==> src/rtl/dmem_arbiter.sv <==
// Data-memory port arbiter between the CPU (priority) and a DMA/debug-loader master.
// Optional performance counters are enabled with the DMEM_ARB_PERF_EN macro.
module dmem_arbiter #(
    parameter int STARVE_LIMIT = 4,
    parameter int BURST_MAX    = 8
) (
    input  logic        clk,
    input  logic        reset,
    input  logic        cpu_req,
    input  logic        cpu_we,
    input  logic [31:0] cpu_addr,
    input  logic [31:0] cpu_wdata,
    input  logic [2:0]  cpu_funct3,
    output logic [31:0] cpu_rdata,
    output logic        cpu_stall,
    input  logic        dma_req,
    input  logic        dma_we,
    input  logic [31:0] dma_addr,
    input  logic [31:0] dma_wdata,
    input  logic [2:0]  dma_funct3,
    input  logic        dma_lock,
    output logic        dma_gnt,
    output logic [31:0] dma_rdata,
    output logic        dma_rvalid,
    output logic        mem_we,
    output logic [31:0] mem_addr,
    output logic [31:0] mem_wdata,
    output logic [2:0]  mem_funct3,
    input  logic [31:0] mem_rdata
`ifdef DMEM_ARB_PERF_EN
    ,
    output logic [31:0] perf_stall_cnt,
    output logic [31:0] perf_dma_cnt
`endif
);

    localparam int SW = $clog2(STARVE_LIMIT + 1);
    localparam int BW = $clog2(BURST_MAX + 1);

    typedef enum logic {
        ARB_CPU,
        ARB_DMA_LOCK
    } arb_state_t;

    arb_state_t    state;
    logic [SW-1:0] starve_cnt;
    logic [BW-1:0] burst_cnt;
    logic          starve_full;
    logic          burst_full;
    logic          dma_win;

    always_comb begin
        starve_full = (starve_cnt == SW'(STARVE_LIMIT));
        burst_full  = (burst_cnt == BW'(BURST_MAX));
        dma_win     = 1'b0;
        case (state)
            ARB_CPU:      dma_win = dma_req & (~cpu_req | starve_full);
            ARB_DMA_LOCK: dma_win = dma_req & ~(cpu_req & burst_full);
            default:      dma_win = 1'b0;
        endcase
    end

    // A stalled CPU never reaches the port: the mux follows dma_win alone.
    assign dma_gnt    = dma_win;
    assign cpu_stall  = cpu_req & dma_win;
    assign mem_we     = dma_win ? dma_we : (cpu_req & cpu_we);
    assign mem_addr   = dma_win ? dma_addr : cpu_addr;
    assign mem_wdata  = dma_win ? dma_wdata : cpu_wdata;
    assign mem_funct3 = dma_win ? dma_funct3 : cpu_funct3;
    assign cpu_rdata  = mem_rdata;

    always_ff @(posedge clk or posedge reset) begin
        if (reset) begin
            state      <= ARB_CPU;
            starve_cnt <= '0;
            burst_cnt  <= '0;
            dma_rdata  <= '0;
            dma_rvalid <= 1'b0;
        end else begin
            dma_rvalid <= dma_win & ~dma_we;
            if (dma_win & ~dma_we) begin
                dma_rdata <= mem_rdata;
            end

            if (dma_req & ~dma_win) begin
                if (!starve_full) begin
                    starve_cnt <= starve_cnt + SW'(1);
                end
            end else begin
                starve_cnt <= '0;
            end

            case (state)
                ARB_CPU: begin
                    if (dma_win & dma_lock) begin
                        state     <= ARB_DMA_LOCK;
                        burst_cnt <= BW'(1);
                    end
                end
                ARB_DMA_LOCK: begin
                    // Leave on abandon, on the yielded CPU cycle, or on an unlocked grant.
                    if (!dma_req || (cpu_req && burst_full) || (dma_win && !dma_lock)) begin
                        state     <= ARB_CPU;
                        burst_cnt <= '0;
                    end else if (dma_win && !burst_full) begin
                        burst_cnt <= burst_cnt + BW'(1);
                    end
                end
                default: begin
                    state     <= ARB_CPU;
                    burst_cnt <= '0;
                end
            endcase
        end
    end

`ifdef DMEM_ARB_PERF_EN
    always_ff @(posedge clk or posedge reset) begin
        if (reset) begin
            perf_stall_cnt <= '0;
            perf_dma_cnt   <= '0;
        end else begin
            if (cpu_stall) begin
                perf_stall_cnt <= perf_stall_cnt + 32'd1;
            end
            if (dma_gnt) begin
                perf_dma_cnt <= perf_dma_cnt + 32'd1;
            end
        end
    end
`endif

endmodule

==> config.mk <==
export PLATFORM = sky130hd
export DESIGN_NAME = dmem_arbiter
export DESIGN_NICKNAME = d
export VERILOG_FILES = /design/src/rtl/dmem_arbiter.sv
export SDC_FILE = /design/constraint.sdc
export NUM_CORES = 1
export LEC_CHECK = 0
export ABC_AREA = 1
export CAP_MARGIN = 20
export CELL_PAD_IN_SITES_DETAIL_PLACEMENT = 0
export CELL_PAD_IN_SITES_GLOBAL_PLACEMENT = 1
export CORE_MARGIN = 2
export CORE_UTILIZATION = 19
export CTS_CLUSTER_DIAMETER = 50
export DETAILED_ROUTE_END_ITERATION = 10
export HOLD_SLACK_MARGIN = 0.05
export PLACE_DENSITY = 0.91
export SETUP_SLACK_MARGIN = 0.5
export SLEW_MARGIN = 20
export SYNTH_ARGS = -nofsm -noshare
export SYNTH_HDL_FRONTEND = slang
export SYNTH_SLANG_ARGS = --single-unit
==> constraint.sdc <==
create_clock -name clk -period 4.8 [get_ports clk]
set_clock_uncertainty 0.2 [all_clocks]
set_input_delay 1.44 -clock clk [delete_from_list [all_inputs] [get_ports clk]]
set_output_delay 1.44 -clock clk [all_outputs]
set_load 0.05 [all_outputs]
---- After elaboration in Yosys (flattened, before gate mapping) ----
Cells that the tools add are included.
word-level totals
  bits in registers ....................... 41
  output and inout bits ................... 135
operators by class
  add/sub/neg operators ................... 2
  eq/ne operators ......................... 5
  multiplexer cells ....................... 14
  bitwise logic cells ..................... 14
  reduce and logical (&&, ||, !) cells .... 9
operators with widths
  cell                 count
  $mux 32              2
  $mux 4               3
  $mux 3               3
  $and 1x1->1          8
  $pmux 4 s2           1
  $not 1->1            5
  $add 4x1->4 const B  1
  $eq 4x4->1 const B   1
  $ne 2x2->1 const B   2
  $pmux 1 s2           2
  $add 3x1->3 const B  1
  $eq 3x3->1 const B   1
  $logic_and 1x1->1    3
  $logic_not 1->1      3
  $mux 1               3
  $ne 3x1->1 const B   1
  $logic_or 1x1->1     2
  $reduce_and 2->1     1
  $or 1x1->1           1

---- Depth between registers and ports, before layout ----
  depth in word-level cells ............... 9
  mapped depth ............................ 12

---- Least setup slack after synthesis ----
No wires, ideal clock.
  path kind ............................... input to output
  from .................................... input port cpu_req
  to ...................................... output port mem_we
  arrival time ............................ 2.769 ns
  setup slack ............................. 0.391 ns
  stages .................................. 7
  buffers on the path ..................... 1
  path through ............................ inv_1 nor2_2 nand2_4 nand2_8 nor2_8 buf_4 a21oi_1
between the ends
  cells in the longest elaborated chain, start to end .. 5
ends and longest elaborated chain
  what                                      RTL line  source
  from (decl)                               9         input logic cpu_req,
  $and 1x1->1 or $not 1->1 (tied branches)  58, 57
  $not 1->1 or $or 1x1->1 (tied branches)   58, 57
  $and 1x1->1, on equally long branches     58, 57
  $pmux 1 s2                                56        case (state)
  $mux 1 (*)                                66        assign mem_we = dma_win ? dma_we : (cpu_req & cpu_we);
  to (decl)                                 25        output logic mem_we,
Every way passes the cells marked *; elsewhere a longest branch is shown, timed or not.

---- Final worst setup path ----
  from .................................... input port cpu_req
  to ...................................... output port mem_addr[19]
between the ends
  cells in the longest elaborated chain, start to end .. 5
ends and longest elaborated chain
  what                                      RTL line  source
  $and 1x1->1 or $not 1->1 (tied branches)  58, 57
  $not 1->1 or $or 1x1->1 (tied branches)   58, 57
  $and 1x1->1, on equally long branches     58, 57
  $pmux 1 s2 (*)                            56
  $mux 32 (*)                               67        assign mem_addr = dma_win ? dma_addr : cpu_addr;
  to (decl)                                 26        output logic [31:0] mem_addr,
Marked as above.

==> impl_results.html <==
<table>
<tr><th>Metric</th><th>Value</th></tr>
<tr><th colspan="2">Status</th></tr>
<tr><td>Result of the run</td><td>completed</td></tr>
<tr><th colspan="2">Clock network</th></tr>
<tr><td>Clock-pin transition on the worst setup and hold timing paths</td><td>0.06 ns</td></tr>
<tr><td>Skew-Pair Late Insertion Delay</td><td>0.27 ns</td></tr>
<tr><td>Clock Sink Count</td><td>41</td></tr>
<tr><td>Clock Root Buffer</td><td>sky130_fd_sc_hd__clkbuf_16</td></tr>
<tr><td>Largest buffer count on any clock path</td><td>2</td></tr>
<tr><td>H-tree levels</td><td>2</td></tr>
<tr><td>Clock tree from TritonCTS</td><td>done</td></tr>
<tr><td>Inserted Clock Buffers</td><td>5</td></tr>
<tr><th colspan="2">Global route</th></tr>
<tr><td>Overflow after GRT</td><td>0</td></tr>
<tr><td>Pin count of the biggest net entering global routing</td><td>35</td></tr>
<tr><td>Global-route usage over all layers</td><td>0.182</td></tr>
<tr><td>Number of antenna violations at the first check in global routing</td><td>2</td></tr>
<tr><td>Wire length of the first global-routing pass</td><td>22700 µm</td></tr>
<tr><td>Number of global-route vias before repair</td><td>3793</td></tr>
<tr><th colspan="2">Logic synthesis</th></tr>
<tr><td>Synth async-reset ratio</td><td>1.00</td></tr>
<tr><td>Largest area contributor in the netlist</td><td>sky130_fd_sc_hd__nand2_1</td></tr>
<tr><td>Mean cell area of the mapped netlist</td><td>6.35 µm²</td></tr>
<tr><td>Synth Flop Type</td><td>sky130_fd_sc_hd__dfrtp_1</td></tr>
<tr><td>Post-synth cell types</td><td>23</td></tr>
<tr><td>Cell area after synthesis</td><td>2910 µm²</td></tr>
<tr><td>Synth warn</td><td>0</td></tr>
<tr><td>Cell types with the highest counts after synthesis</td><td>sky130_fd_sc_hd__nand2_1 (315), sky130_fd_sc_hd__dfrtp_1 (41), sky130_fd_sc_hd__buf_4 (35)</td></tr>
<tr><td>Flop and latch count out of synthesis</td><td>41</td></tr>
<tr><td>Number of enable-type register cells in the synthesized netlist</td><td>0</td></tr>
<tr><td>Cell count after synthesis</td><td>458</td></tr>
<tr><td>Library cell with the highest instance count after synthesis</td><td>sky130_fd_sc_hd__nand2_1</td></tr>
<tr><td>Proportion of synthesized chip area in sequential cells</td><td>0.353</td></tr>
<tr><td>Syn_nets</td><td>635</td></tr>
<tr><td>Fraction of post-synthesis cell area in the top cell type by area</td><td>0.406</td></tr>
<tr><td>Cell types occupying the most area after synthesis</td><td>sky130_fd_sc_hd__nand2_1 (41%), sky130_fd_sc_hd__dfrtp_1 (35%), sky130_fd_sc_hd__buf_4 (9.0%), sky130_fd_sc_hd__buf_6 (2.3%), sky130_fd_sc_hd__buf_2 (1.7%)</td></tr>
<tr><th colspan="2">Drt</th></tr>
<tr><td>Violation count after the first detailed-route iteration</td><td>127</td></tr>
<tr><td>First-pass detailed-route iteration total</td><td>4</td></tr>
<tr><td>Number of vias in the routed layout</td><td>3781</td></tr>
<tr><td>Mean number of vias per cell</td><td>4.01</td></tr>
<tr><td>Routed wl met3</td><td>832 µm</td></tr>
<tr><td>Met2 WL</td><td>7950 µm</td></tr>
<tr><td>Routed met1 length</td><td>6340 µm</td></tr>
<tr><td>Routed wire length</td><td>15300 µm</td></tr>
<tr><td>Number of remaining DRC errors</td><td>0</td></tr>
<tr><td>Mean routed wirelength per cell</td><td>16.2 µm</td></tr>
<tr><td>Post-DRT Antenna Nets</td><td>0</td></tr>
<tr><td>Highest signal layer in the routed design</td><td>met4</td></tr>
<tr><th colspan="2">Timing</th></tr>
<tr><td>Fin. max-slew vios</td><td>0</td></tr>
<tr><td>Final hold violation count</td><td>0</td></tr>
<tr><td>Total Negative Setup Slacks</td><td>0 ns</td></tr>
<tr><td>Normalized max-slew margin</td><td>0.643</td></tr>
<tr><td>Highest clock frequency the design can meet</td><td>0.236 GHz</td></tr>
<tr><td>Final worst slack</td><td>0.554 ns</td></tr>
<tr><td>Worst Max-Slew Pin Slew</td><td>0.534 ns</td></tr>
<tr><td>Minimum period implied by the final worst setup slack</td><td>4.25 ns</td></tr>
<tr><td>Unrepaired setup endpoints after global routing</td><td>false</td></tr>
<tr><td>Fraction of the cycle the final worst path needs</td><td>0.885</td></tr>
<tr><td>Final setup fails</td><td>0</td></tr>
<tr><th colspan="2">Layout</th></tr>
<tr><td>Share of final-layout standard cells stronger than drive strength 1</td><td>0.204</td></tr>
<tr><td>Layout-stage area growth over the synthesis result</td><td>150%</td></tr>
<tr><td>Area of all placed cells without fillers</td><td>7290 µm²</td></tr>
<tr><td>Fillers</td><td>1460</td></tr>
<tr><td>Final-stage net count</td><td>931</td></tr>
<tr><th colspan="2">Pwr</th></tr>
<tr><td>Leakage</td><td>3.56 nW</td></tr>
<tr><td>Total power of the final layout</td><td>0.00191 W</td></tr>
<tr><td>VDD IR max</td><td>168 µV</td></tr>
<tr><td>Power per cell area</td><td>262 nW/µm²</td></tr>
<tr><th colspan="2">Floorplanning</th></tr>
<tr><td>Width of the chip</td><td>128 µm</td></tr>
<tr><td>Die ar.</td><td>16300 µm²</td></tr>
<tr><td>Height of the chip</td><td>128 µm</td></tr>
<tr><td>Core area</td><td>15100 µm²</td></tr>
<tr><td>Starting density of the core</td><td>0.193</td></tr>
<tr><td>Std cell rows</td><td>45</td></tr>
<tr><td>Top-Level Pins</td><td>308</td></tr>
<tr><th colspan="2">Placement</th></tr>
<tr><td>Post-detailed-placement cell area</td><td>6630 µm²</td></tr>
<tr><td>I/O Buffers</td><td>307</td></tr>
<tr><td>Last weighted congestion value of the routability-driven placer</td><td>0.808</td></tr>
<tr><td>Hpwl dp</td><td>11500 µm</td></tr>
<tr><td>Place WS</td><td>0.0422 ns</td></tr>
<tr><th colspan="2">Worst setup path</th></tr>
<tr><td>CP Data Required Time</td><td>3.16 ns</td></tr>
<tr><td>Critical path type</td><td>input pin to output port</td></tr>
<tr><td>Largest fanout on the critical path</td><td>5</td></tr>
<tr><td>Startpoint of the lowest-slack register-to-register path</td><td>starve_cnt[0]</td></tr>
<tr><td>Launching element type of the critical path</td><td>input pin</td></tr>
<tr><td>Endpoint class of the critical path</td><td>output port</td></tr>
<tr><td>Worst flop-to-flop path endpoint</td><td>dma_rdata[31]</td></tr>
<tr><td>Minimum setup slack among reg-to-reg paths</td><td>2.11 ns</td></tr>
<tr><td>Worst setup path endpoint</td><td>mem_addr[19]</td></tr>
<tr><td>Setup crit start</td><td>cpu_req</td></tr>
<tr><td>Worst Path Arrival</td><td>2.61 ns</td></tr>
<tr><td>Number of cells on the worst reg-to-reg path</td><td>14</td></tr>
<tr><th colspan="2">Hold path</th></tr>
<tr><td>Min-Delay Path Class</td><td>flip-flop to flip-flop</td></tr>
<tr><th colspan="2">Flow run</th></tr>
<tr><td>MaxCap Viol Count</td><td>0</td></tr>
</table>
==> flip-flops by register name, indices dropped and copies added, names as in the netlist <==
register	flops
dma_rdata	32
burst_cnt	4
starve_cnt	3
dma_rvalid	1
state	1
==> what timing repair did <==
item | in CTS | in global routing
gates resized for setup | 92 | 1
endpoints found under the setup margin | 102 | 43
pin swaps | 8 | 2
cloned | 9 | 0
setup buffers | 14 | 3
hold buffers | 0 | 0
==> placed cells by master, fill, tap and decap left out, types with 9 or more instances in the layout <==
cell / instances
sky130_fd_sc_hd__nand3_1: 9
sky130_fd_sc_hd__nand2_2: 26
sky130_fd_sc_hd__buf_4: 14
sky130_fd_sc_hd__buf_16: 9
sky130_fd_sc_hd__dfrtp_1: 41
sky130_fd_sc_hd__nand2_1: 285
sky130_fd_sc_hd__clkdlybuf4s50_1: 203
sky130_fd_sc_hd__dlygate4sd2_1: 32
sky130_fd_sc_hd__buf_12: 76
sky130_fd_sc_hd__inv_1: 11
==> worst max-delay path, cell delays in order <==
cell,delay (ns)
sky130_fd_sc_hd__buf_2,0.11
sky130_fd_sc_hd__inv_2,0.07
sky130_fd_sc_hd__nor2_4,0.04
sky130_fd_sc_hd__nand2_4,0.08
sky130_fd_sc_hd__nand2_8,0.07
sky130_fd_sc_hd__buf_12,0.13
sky130_fd_sc_hd__buf_4,0.13
sky130_fd_sc_hd__buf_12,0.12
sky130_fd_sc_hd__buf_16,0.13
sky130_fd_sc_hd__nand2_1,0.06
sky130_fd_sc_hd__nand2_2,0.07
sky130_fd_sc_hd__buf_12,0.15
==> where the power goes <==
part / switching [W] / leakage (nW) / internal (W)
Clock: 0.000120 / 0.0700 / 0.000204
Combinational: 0.000653 / 2.97 / 0.000510
Sequential: 0.0000275 / 0.520 / 0.000395
==> final cells by class <==
class	instances	area [µm²]	share of cell area
antenna	2	5.00	0.000687
clock buffer	7	143	0.0196
inverter	15	72.6	0.00996
multi-input combinational	350	1550	0.212
sequential	41	1030	0.141
tap	188	235	0.0323
timing repair buffer	339	4240	0.581
timing repair inverter	2	20.0	0.00275
==> worst min path at each step <==
stage                  start       endpoint  slack, ns  cells after the start
3_3_place_gp    dma_rdata[9]   dma_rdata[9]       0.25                      2
6_report        dma_rdata[2]   dma_rdata[2]       0.27                      2
2_1_floorplan   burst_cnt[1]   burst_cnt[1]       0.32                      2
5_1_grt         dma_rdata[2]   dma_rdata[2]       0.29                      2
3_5_place_dp   dma_rdata[19]  dma_rdata[19]       0.26                      2
4_1_cts         dma_rdata[2]   dma_rdata[2]       0.27                      2
==> metal layers <==
metal	global-route usage	vias up
met2	0.321	114
met4	0.0310	0
met1	0.234	1721
met5	0	-
met3	0.0367	10
li1	-	1936
==> kinds of logic (layout without fill, tap and decap cells) <==
| family | count (synthesis) | count (layout) | synth area share |
|---|---|---|---|
| compound gates | 6 | 6 | 0.0107 |
| xor+xnor | 3 | 3 | 0.00903 |
| fa+ha+maj | 4 | 4 | 0.0172 |
| buf+inv | 67 | 363 | 0.152 |
| flops | 41 | 41 | 0.353 |
| other cells | 0 | 2 | 0 |
| simple gates | 337 | 337 | 0.458 |
==> metrics by stage <==
| stage | hold slack (ns) | cells | util |
|---|---|---|---|
| final | 0.267 | 944 | 0.483 |
| after global routing | 0.291 | 944 | 0.483 |
| after CTS | 0.272 | 938 | 0.479 |
| after detailed placement | 0.257 | 908 | 0.439 |
| after global placement | 0.254 | 908 | 0.439 |
| after floorplan | 0.324 | 458 | - |
Power figures use the tool's default switching activity.
